[config.mk]
export PLATFORM = sky130hd
export DESIGN_NAME = delay_drain_buffer
export DESIGN_NICKNAME = d
export VERILOG_FILES = /design/src/rtl/delay_drain_buffer.sv
export SDC_FILE = /design/constraint.sdc
export NUM_CORES = 1
export LEC_CHECK = 0
export ABC_AREA = 1
export BUFFER_PORTS_ARGS = -buffer_cell sky130_fd_sc_hd__buf_2
export CAP_MARGIN = 20
export CORE_ASPECT_RATIO = 1.2
export CORE_MARGIN = 2
export CORE_UTILIZATION = 55
export DETAILED_ROUTE_END_ITERATION = 8
export PLACE_DENSITY = 0.75
export SYNTH_ARGS = -nofsm -noshare
export SYNTH_HDL_FRONTEND = slang
export SYNTH_SLANG_ARGS = --single-unit
[constraint.sdc]
create_clock -name clk -period 3.19 [get_ports clk]
set_input_delay 0.638 -clock clk [delete_from_list [all_inputs] [get_ports clk]]
set_output_delay 0.638 -clock clk [all_outputs]
set_load 0.02 [all_outputs]
[src/rtl/delay_drain_buffer.sv]
// delay_drain_buffer: credit-managed FIFO that catches every result of a fixed-latency,
// non-stallable pipeline and hands it to a valid/ready consumer.
module delay_drain_buffer #(
  parameter int DELAY = 4,
  parameter int LOGQ  = 16,
  parameter int DEPTH = DELAY + 1
) (
  input  logic                       clk,
  input  logic                       rst,
  input  logic                       issue_valid,
  output logic                       issue_ready,
  input  logic                       pipe_valid,
  input  logic [LOGQ-1:0]            pipe_data,
  output logic                       out_valid,
  output logic [LOGQ-1:0]            out_data,
  input  logic                       out_ready,
  output logic [$clog2(DEPTH+1)-1:0] count,
  output logic                       err
);
  localparam int CW = $clog2(DEPTH + 1);
  localparam int PW = DEPTH > 1 ? $clog2(DEPTH) : 1;
  localparam int FW = $clog2(DELAY + 1);
  typedef enum logic {FLUSH, RUN} state_t;
  state_t          r_state;
  logic [FW-1:0]   r_flush;
  logic [CW-1:0]   r_credits;
  logic [CW-1:0]   r_count;
  logic [PW-1:0]   r_wp;
  logic [PW-1:0]   r_rp;
  logic [LOGQ-1:0] r_mem [DEPTH];
  logic            r_err;
  logic            w_full;
  logic            w_pop;
  logic            w_push;
  logic            w_issue;
  logic            w_drop;
  assign w_full      = r_count == CW'(DEPTH);
  assign w_pop       = (r_count != '0) && out_ready;
  // a full buffer still accepts a write when the head leaves in the same cycle
  assign w_push      = (r_state == RUN) && pipe_valid && (!w_full || w_pop);
  assign w_drop      = (r_state == RUN) && pipe_valid && w_full && !w_pop;
  assign issue_ready = (r_state == RUN) && (r_credits != '0);
  assign w_issue     = issue_valid && issue_ready;
  assign out_valid   = r_count != '0;
  assign out_data    = r_mem[r_rp];
  assign count       = r_count;
  assign err         = r_err;
  always_ff @(posedge clk) begin
    if (rst) begin
      r_state   <= FLUSH;
      r_flush   <= FW'(DELAY);
      r_credits <= CW'(DEPTH);
      r_count   <= '0;
      r_wp      <= '0;
      r_rp      <= '0;
      r_err     <= 1'b0;
    end else begin
      if (r_state == FLUSH) begin
        r_flush <= r_flush - 1'b1;
        r_state <= r_flush <= FW'(1) ? RUN : FLUSH;
      end
      r_credits <= r_credits + CW'(w_pop) - CW'(w_issue);
      r_count   <= r_count + CW'(w_push) - CW'(w_pop);
      if (w_push) r_wp <= r_wp == PW'(DEPTH - 1) ? '0 : r_wp + 1'b1;
      if (w_pop) r_rp <= r_rp == PW'(DEPTH - 1) ? '0 : r_rp + 1'b1;
      if ((issue_valid && !issue_ready) || w_drop) r_err <= 1'b1;
    end
  end
  always_ff @(posedge clk) begin
    if (w_push) r_mem[r_wp] <= pipe_data;
  end
endmodule

==> impl_metrics.csv, run 1 <==
group,metric,value,unit
yosys,syn_inst,371,
setup_path,critical_path.max_fanout,12,
power,powerDensity,754,nW/um^2
sta,fin_crit_sh,0.776,
final_layout,area_delta_synth_final,12.3,%
sta,tns,0,ns
global_route,grt_pass1_vias,2499,
floorplanning,ios,43,
setup_path,max_stage_delay,0.59,ns
hold_path,min_to,"r_flush[2]",
setup_path,cp_data_arrival_time,1.84,ns
drt,wl_met1,3.05,mm
yosys,ys_seq_elements,100,
power,p_leak,1.85,nW
setup_path,required,2.55,ns
placed_design,hpwl,4.48,mm
sta,drv_slew,0,
sta,slew_headroom,0.582,
clock_tree,clk_pin_slew_worst_paths,0.08,ns
clock_tree,holdBufCountCts,0,
final_layout,final_cells,514,
sta,finalHoldViolCount,0,
clock_tree,cts_made_buffers,9,
global_route,grt_overflow,0,
setup_path,cp-end-kind,"output pin",
global_route,grt_max_degree,33,
sta,tightest_slew,0.626,ns
setup_path,rr_startpoint,"count[1]",
final_layout,final_core_util,0.641,
hold_path,worstHoldPathType,"register to register",
clock_tree,postCtsSetupRepairBufs,0,
final_layout,nNetsFinal,452,
placed_design,place_inst,498,
run,drv_cap,0,
yosys,synth_cell_types,23,
status,status,"complete, no violations",
placed_design,globalplace.congestion,0.796,
sta,finClkSkew,0.0109,ns
placed_design,portBuffers,42,
setup_path,crit_buf_inv,2,
hold_path,min-delay-start,"r_flush[2]",
setup_path,cpMaxStageDelayCell,"dfxtp_1",
drt,drt_first_pass_iters,4,
yosys,syn_area_per_cell,11.2,sq um
drt,wl_per_cell,13.9,microns
setup_path,reg2reg_to,"count[2]",
setup_path,r2r_slack,1.15,ns
yosys,synth.top_cell.area_share,0.579,
sta,final-setup-viol-count,0,
sta,rsz0062_at_grt,"false",
yosys,yosysSeqAreaShare,0.676,
drt,vias,2648,
drt,met2WireLength,3.56,mm
sta,fmax,0.404,GHz
yosys,yosysTopAreaCell,"edfxtp_1",
clock_tree,cts_tree,"built",
floorplanning,die_w,83.3,microns
global_route,grt_pass1_wl,11.7,mm
drt,top_layer_used,"met4",
setup_path,cp_top_family,"flip-flops",
drt,wl,7.16,mm
setup_path,cp-start-kind,"register",
drt,viasPerCell,5.15,
drt,drc_errors,0,
sta,min_period,2.48,ns
clock_tree,cts_buffer_depth,2,
clock_tree,htree_levels,3,
setup_path,r2r.worst_path.cells,11,
floorplanning,dieHeight,99.1,microns
drt,final_antenna_net_count,0,
hold_path,worstHoldPathCells,2,
setup_path,crit_type,"register to output pin",
clock_tree,cts-resized-gates,0,
drt,drt_iter0_markers,260,
final_layout,drive_gt1_frac,0.179,
yosys,synthTopCellsByArea,"edfxtp_1, dfxtp_1, nand2_1",
floorplanning,core-area,7270,sq um
clock_tree,cts_root_buffer,"clkbuf_8",
global_route,antenna_found_initial,0,
power,ir_drop,0.576,mV
floorplanning,floorplan.initialDensity,0.570,
global_route,grtUsageTotal,0.182,
yosys,netlist_area,4150,sq um
clock_tree,insertion_delay,0.35,ns
floorplanning,core.rowCount,34,
clock_tree,cts.sinks,100,
drt,wl_met3,361,microns
final_layout,diodes,0,
setup_path,cp_cell_sequence,"buf_4 > nor2_1 > nor2_1 > o21ai_1 > o21ai_1 > nand2_1 > nand2_1 > buf_2",
floorplanning,design.die.area,8260,sq um
yosys,syn_nets,404,
yosys,yosys_warnings,0,
[cell type report]
class,count,area [sq um]
clock inverters,4,47.5
inverters,32,123
flip-flops and latches,100,2800
repair buffers,51,278
multi-input cells,225,1140
fillers,589,2610
clock buffers,12,156
well taps,90,113
[cells in the mapped netlist]
| library cell | n |
|---|---|
| a21oi_1 | 10 |
| buf_2 | 7 |
| buf_4 | 1 |
| buf_6 | 5 |
| clkbuf_1 | 1 |
| dfxtp_1 | 20 |
| edfxtp_1 | 80 |
| fa_1 | 2 |
| ha_1 | 10 |
| inv_1 | 31 |
| inv_4 | 1 |
| nand2_1 | 66 |
| nand2_2 | 1 |
| nand2_4 | 2 |
| nand3_1 | 9 |
| nand4_4 | 1 |
| nor2_1 | 59 |
| nor3_1 | 5 |
| o21a_1 | 1 |
| o21ai_0 | 12 |
| o21ai_1 | 42 |
| or2_2 | 2 |
| xnor2_1 | 3 |
[power by group]
part / total (mW) / switching, mW / leakage [nW] / internal, mW
sequential: 1.60 / 0.0882 / 0.885 / 1.51
clock: 0.798 / 0.390 / 0.101 / 0.408
combinational: 1.12 / 0.720 / 0.860 / 0.396
total: 3.52 / 1.20 / 1.85 / 2.32
[worst max-delay path by stage]
stage	startpoint	to	cells past startpoint
final	register	out_data[4]	8
after global routing	register	out_data[14]	8
after CTS	register	out_data[4]	8
after detailed placement	out_ready	count[2]	12
after global placement	out_ready	count[2]	12
after floorplan	pipe_valid	r_mem[2][0]	4
[worst register-to-register path: cells and delay by family, from the launching register on]
family / cells / cell delay (ns)
AND/OR/NAND/NOR: 2 / 0.22
AO/OA/AOI/OAI: 2 / 0.21
buffers and inverters: 4 / 0.33
flip-flops: 1 / 0.43
adder cells (fa/ha/maj): 3 / 0.79
[metrics by stage]
| step | area, sq um | total power, mW | hold WS, ns | setup slack (ns) |
|---|---|---|---|---|
| 6_report | 4660 | 3.52 | 0.499 | 0.714 |
| 3_3_place_gp | 4460 | 2.70 | 0.471 | 0.934 |
| 4_1_cts | 4660 | 3.54 | 0.498 | 0.700 |
| 2_1_floorplan | 4150 | 2.47 | 0.451 | 0.712 |
| 5_1_grt | 4660 | 3.73 | 0.504 | 0.486 |
| 3_5_place_dp | 4460 | 2.76 | 0.478 | 0.841 |
[metal layers]
metal	vias up	track usage
li1	1342	-
met1	1226	0.227
met2	65	0.308
met3	15	0.0365
met4	0	0.0895
met5	-	0
[registers in the layout, summed over array words and instances, names as in the netlist, named ones only]
signal     cells
count          3
err            1
r_credits      3
r_flush        3
r_mem         80
r_rp           3
r_state        1
r_wp           3
[cell usage in the layout (no fill, tap or decap)]
master	n
o21ai_0	12
buf_4	9
nand2_4	2
bufinv_16	1
xnor2_1	3
nor2_1	59
inv_1	31
inv_4	1
or2_2	2
clkbuf_1	2
clkbuf_16	1
nand4_4	1
buf_2	42
o21ai_1	42
nand2_2	1
dfxtp_1	20
clkbuf_8	9
a21oi_1	10
fa_1	2
o21a_1	1
clkinvlp_4	1
edfxtp_1	80
nand2_1	66
nand3_1	9
ha_1	10
nor3_1	1
nor3_2	4
clkinv_2	2
[cells by family (layout without fill, tap and decap cells)]
kind of cell    count (synthesis)  after routing  share of synthesized area
flops                         100            100                      0.676
fa+ha+maj                      12             12                     0.0398
simple gates                  145            145                      0.145
xor+xnor                        3              3                    0.00633
buf+inv                        46             99                     0.0543
compound gates                 65             65                     0.0790
Note: power is estimated with default switching activity, not from simulation.
==> inputs of run 2 (changes only) <==
Clock period 3.19 ns to 2.3 ns, I/O delays scaled along.
==> run 2 against run 1 <==
Against the previous run:
- total power grew 37%
- largest cell class unchanged
- largest power group unchanged
- design area grew 0.16%
- highest routed layer unchanged
- core utilization grew 0.10 points
- flip-flop and latch count is the same
- global-route usage shrank 0.053 points
- cell count grew 0.19%
==> impl_metrics.csv, run 2 (synthesized netlist as in run 1, its figures left out) <==
group,metric,value,unit
drt,vias,2661,
drt,wl_per_cell,14.0,microns
power,p_total,4.83,mW
global_route,grt_overflow,0,
drt,wl,7.21,mm
sta,tightest_slew,0.335,ns
clock_tree,cts.sinks,100,
clock_tree,cts_made_buffers,9,
power,ir_drop,0.586,mV
sta,tns,0,ns
sta,slew_headroom,0.776,
global_route,grt_pass1_wl,11.4,mm
placed_design,globalplace.congestion,0.815,
sta,fmax,0.479,GHz
power,clockPowerShare,0.221,
floorplanning,ios,43,
setup_path,cp-start-kind,"register",
floorplanning,design.die.area,8260,sq um
placed_design,dpl_worst_slack,0.166,ns
setup_path,reg2reg_to,"r_credits[2]",
floorplanning,floorplan.initialDensity,0.570,
floorplanning,dieHeight,99.1,microns
clock_tree,cts_tree,"built",
final_layout,diodes,0,
setup_path,cp-end-kind,"output pin",
hold_path,min-delay-start,"pipe_data[4]",
setup_path,cp_cell_sequence,"buf_4 > nor2_1 > nor2_1 > o21ai_1 > o21ai_1 > nand2_1 > nand2_1 > buf_2",
status,status,"complete, no violations",
drt,viasPerCell,5.17,
setup_path,crit_type,"register to output pin",
hold_path,worstHoldPathType,"input port to register",
final_layout,final_area,4670,sq um
final_layout,final_common_cell,"edfxtp_1",
global_route,antenna_found_initial,0,
power,p_comb_frac,0.317,
final_layout,nNetsFinal,453,
power,powerDensity,1030,nW/um^2
placed_design,place_inst,499,
setup_path,cpMaxStageDelayCell,"dfxtp_2",
sta,drv_slew,0,
final_layout,largest_reg_flops,80,
floorplanning,core-area,7270,sq um
sta,final-setup-viol-count,0,
setup_path,cp_data_arrival_time,1.63,ns
power,p_seq_frac,0.461,
sta,layout_setup_ws,0.212,ns
placed_design,portBuffers,42,
clock_tree,insertion_delay,0.35,ns
drt,final_antenna_net_count,0,
drt,drt_first_pass_iters,4,
floorplanning,die_w,83.3,microns
final_layout,final_cells,515,
drt,drc_errors,0,
sta,fin_crit_sh,0.908,
final_layout,mostFrequentLayoutCells,"edfxtp_1, nand2_1, nor2_1, o21ai_1, buf_2",
sta,min_period,2.09,ns
setup_path,rr_startpoint,"count[1]",
hold_path,min_to,"r_mem[0][4]",
clock_tree,cts_buffer_depth,2,
final_layout,final_core_util,0.642,
drt,drt_iter0_markers,123,
setup_path,r2r_slack,0.30,ns
setup_path,max_stage_delay,0.51,ns
hold_path,worstHoldPathCells,1,
clock_tree,clk_pin_slew_worst_paths,0.09,ns
global_route,grt_pass1_vias,2505,
sta,finalHoldViolCount,0,
setup_path,critical_path.max_fanout,12,
setup_path,required,1.84,ns
clock_tree,htree_levels,3,
final_layout,drive_gt1_frac,0.186,
global_route,grt_max_degree,33,
setup_path,r2r.worst_path.cells,9,
final_layout,regMostFlops,"r_mem",
clock_tree,cts_root_buffer,"clkbuf_8",
final_layout,area_delta_synth_final,12.5,%
placed_design,hpwl,4.46,mm
power,netSwitchingPower,1.67,mW
power,p_int,3.16,mW
floorplanning,core.rowCount,34,
sta,finClkSkew,0.0127,ns
sta,rsz0062_at_grt,"false",
power,sw_frac_of_total,0.345,
power,p_leak,1.85,nW
sta,holdWs,0.330,ns
global_route,grtUsageTotal,0.182,
run,drv_cap,0,
placed_design,place_area,4480,sq um
-- run 2: cell types whose count changed in the layout (fill, tap and decap cells not counted), sizes merged --
cell,delta
clkbuf,-2
clkinv,+2
buf,+1
clkinvlp,-1
inv,+1
-- run 2: worst max-delay path by stage --
| stage | startpoint | end | slack, ns | cells after the start |
|---|---|---|---|---|
| 2_1_floorplan | count[1] | r_mem[2][0] | -0.10 | 4 |
| 4_1_cts | register | out_data[8] | 0.17 | 6 |
| 3_3_place_gp | out_ready | count[2] | 0.22 | 12 |
| 6_report | register | out_data[1] | 0.21 | 8 |
| 3_5_place_dp | out_ready | count[2] | 0.17 | 12 |
| 5_1_grt | register | out_data[7] | 0.06 | 8 |
-- run 2: critical path: cells and delay by family (launching register included) --
kind / cells / cell delay (ns)
AO/OA/AOI/OAI: 2 / 0.14
buffers and inverters: 2 / 0.37
flip-flops: 1 / 0.51
AND/OR/NAND/NOR: 4 / 0.26
-- run 2: cell type report --
cell class                 instances  area, sq um
clock inverter                     6         62.6
timing repair buffer              52          298
clock buffer                      10          128
tap                               90          113
multi-input combinational        225         1140
fill                             574         2610
sequential                       100         2800
inverter                          32          123
-- run 2: layer usage --
layer  global-route usage  vias up  part of all wire
met5                    0        -                 0
met4                0.101        0             0.021
met3               0.0315       13             0.050
met2                0.326       70              0.53
met1                0.207     1229              0.40
li1                     -     1349                 -
-- run 2: repair_timing --
item,4_1_cts,5_1_grt
setup endpoints to repair,15,0
resized for setup,1,0
hold buffers,0,0
buffers inserted,0,0
-- run 2: power by group through the flow --
stage / sequential [mW] / combinational [mW] / clock, mW
CTS: 2.23 / 1.56 / 1.10
global route: 2.25 / 1.74 / 1.15
detailed placement: 2.27 / 1.55 / 0
global placement: 2.26 / 1.50 / 0
finish: 2.23 / 1.53 / 1.07
floorplan: 2.26 / 1.16 / 0
==> inputs of run 3 (changes only) <==
Settings changed: CORE_ASPECT_RATIO 1.2 to 1.4, PLACE_DENSITY 0.75 to 0.79.
==> run 3 against run 2 <==
Against the previous run:
- clock skew up 0.0018 ns
- design area up 0.67%
- largest cell class unchanged
- setup slack worse by 0.025 ns
- combinational power about the same
- hold slack worse by 0.0043 ns
- total power up 2.7%
- cell count up 1.4%
- via count up 1.4%
- wire length up 3.8%
- largest power group unchanged
- core utilization up 0.076 points
- first-iteration DRC count up 79%
- die area about the same
==> impl_metrics.csv, run 3 (synthesized netlist as in run 1, its figures left out) <==
group,metric,value,unit
setup_path,cp.depth,6,
final_layout,regMostFlops,"r_mem",
setup_path,crit_type,"register to output pin",
global_route,grt_overflow,0,
sta,tightest_slew,0.613,ns
clock_tree,postCtsSetupRepairBufs,0,
setup_path,cp_common_cell,"nand2_1",
sta,fin_crit_sh,0.919,
drt,wl,7.49,mm
clock_tree,cts_root_buffer,"clkbuf_8",
final_layout,final_common_cell,"edfxtp_1",
sta,fmax,0.473,GHz
drt,wl_per_cell,14.3,microns
final_layout,nNetsFinal,453,
drt,drt_iter0_markers,220,
global_route,antenna_found_initial,0,
clock_tree,cts_made_buffers,9,
hold_path,worstHoldPathType,"input port to register",
floorplanning,design.die.area,8260,sq um
floorplanning,dieHeight,107,microns
run,drv_cap,0,
sta,tns,0,ns
final_layout,n_fill_cell,596,
global_route,grtUsageTotal,0.199,
clock_tree,insertion_delay,0.36,ns
floorplanning,floorplan.initialDensity,0.567,
setup_path,cp-start-kind,"register",
clock_tree,clk_pin_slew_worst_paths,0.10,ns
setup_path,required,1.84,ns
setup_path,max_stage_delay,0.40,ns
clock_tree,htree_levels,3,
sta,min_period,2.11,ns
final_layout,largest_reg_flops,80,
clock_tree,cts_tree,"built",
floorplanning,core-area,7310,sq um
status,status,"complete, no violations",
global_route,grt_max_degree,33,
setup_path,r2r.worst_path.cells,9,
drt,drt_first_pass_iters,4,
setup_path,cp_top_family,"buffers and inverters",
setup_path,cp_data_arrival_time,1.65,ns
power,p_leak,1.86,nW
floorplanning,die_w,77.4,microns
sta,final-setup-viol-count,0,
clock_tree,cts.sinks,100,
setup_path,cpMaxStageDelayCell,"dfxtp_4",
clock_tree,holdBufCountCts,0,
sta,slew_headroom,0.591,
floorplanning,ios,43,
sta,finalHoldViolCount,0,
global_route,grt_pass1_wl,12.6,mm
placed_design,hpwl,4.74,mm
placed_design,portBuffers,42,
power,ir_drop,0.840,mV
power,powerDensity,1060,nW/um^2
drt,vias,2697,
drt,viasPerCell,5.17,
global_route,grt_pass1_vias,2733,
sta,rsz0062_at_grt,"false",
final_layout,mostFrequentLayoutCells,"edfxtp_1, nand2_1, nor2_1, o21ai_1, buf_2",
floorplanning,core.rowCount,37,
final_layout,final_core_util,0.642,
sta,drv_slew,0,
setup_path,cp_cell_sequence,"inv_4 > o21ai_0 > o21ai_1 > nand2_1 > nand2_1 > buf_2",
hold_path,worstHoldPathCells,1,
setup_path,crit_buf_inv,2,
setup_path,cp-end-kind,"output pin",
sta,finClkSkew,0.0145,ns
final_layout,diodes,0,
setup_path,critical_path.max_fanout,32,
clock_tree,cts_buffer_depth,2,
drt,drc_errors,0,
final_layout,drive_gt1_frac,0.186,
placed_design,globalplace.congestion,0.879,
drt,final_antenna_net_count,0,
final_layout,area_delta_synth_final,13.3,%
run 3: cell types whose count changed in the layout (fill, tap and decap cells not counted), sizes merged:
cell and change:
clkinv -3, inv -1, clkbuf +3, clkinvlp +1
run 3: timing repair:
item,4_1_cts,5_1_grt
endpoints found under the hold margin,0,0
gates cloned,0,0
pin swaps,0,0
gates resized for setup,1,1
setup endpoints to repair,14,2
run 3: worst paths after layout:
kind           startpoint      endpoint  slack (ns)
max              register   out_data[8]        0.19
min          pipe_data[6]   r_mem[4][6]        0.33
max reg2reg      count[1]  r_credits[2]        0.29
min reg2reg    r_flush[2]    r_flush[2]        0.50
run 3: worst register-to-register path: cells and delay by family (launching register included):
kind | cells | cell delay, ns
flops | 1 | 0.44
simple gates | 3 | 0.28
buf+inv | 2 | 0.18
xor+xnor | 1 | 0.17
fa+ha+maj | 3 | 0.85
run 3: cell type report:
cell class | instances | area, sq um | area share
multi-input combinational | 225 | 1140 | 0.243
clock inverter | 3 | 42.5 | 0.00905
timing repair buffer | 52 | 285 | 0.0607
sequential | 100 | 2810 | 0.597
inverter | 32 | 123 | 0.0261
clock buffer | 13 | 180 | 0.0383
tap | 97 | 121 | 0.0258
run 3: report_power, final:
part           internal, mW  switching (mW)
sequential             2.10           0.127
clock                 0.627           0.556
combinational         0.549           0.998
run 3: layer usage:
metal  vias to the layer above  global-route usage  share of wire
met3                         4              0.0522          0.045
met2                        62               0.355           0.53
met5                         -                   0              0
met1                      1290               0.229           0.41
met4                         0              0.0740         0.0077
li1                       1341                   -              -
run 3: through the flow:
stage	area [sq um]	setup slack [ns]	std cells	hold WS, ns	power (mW)
after CTS	4700	0.138	522	0.313	4.99
after detailed placement	4470	0.181	506	0.493	3.82
after global routing	4700	0.0563	522	0.302	5.29
final	4700	0.187	522	0.326	4.96
after global placement	4470	0.218	506	0.463	3.76
after floorplan	4150	-0.102	371	0.451	3.42
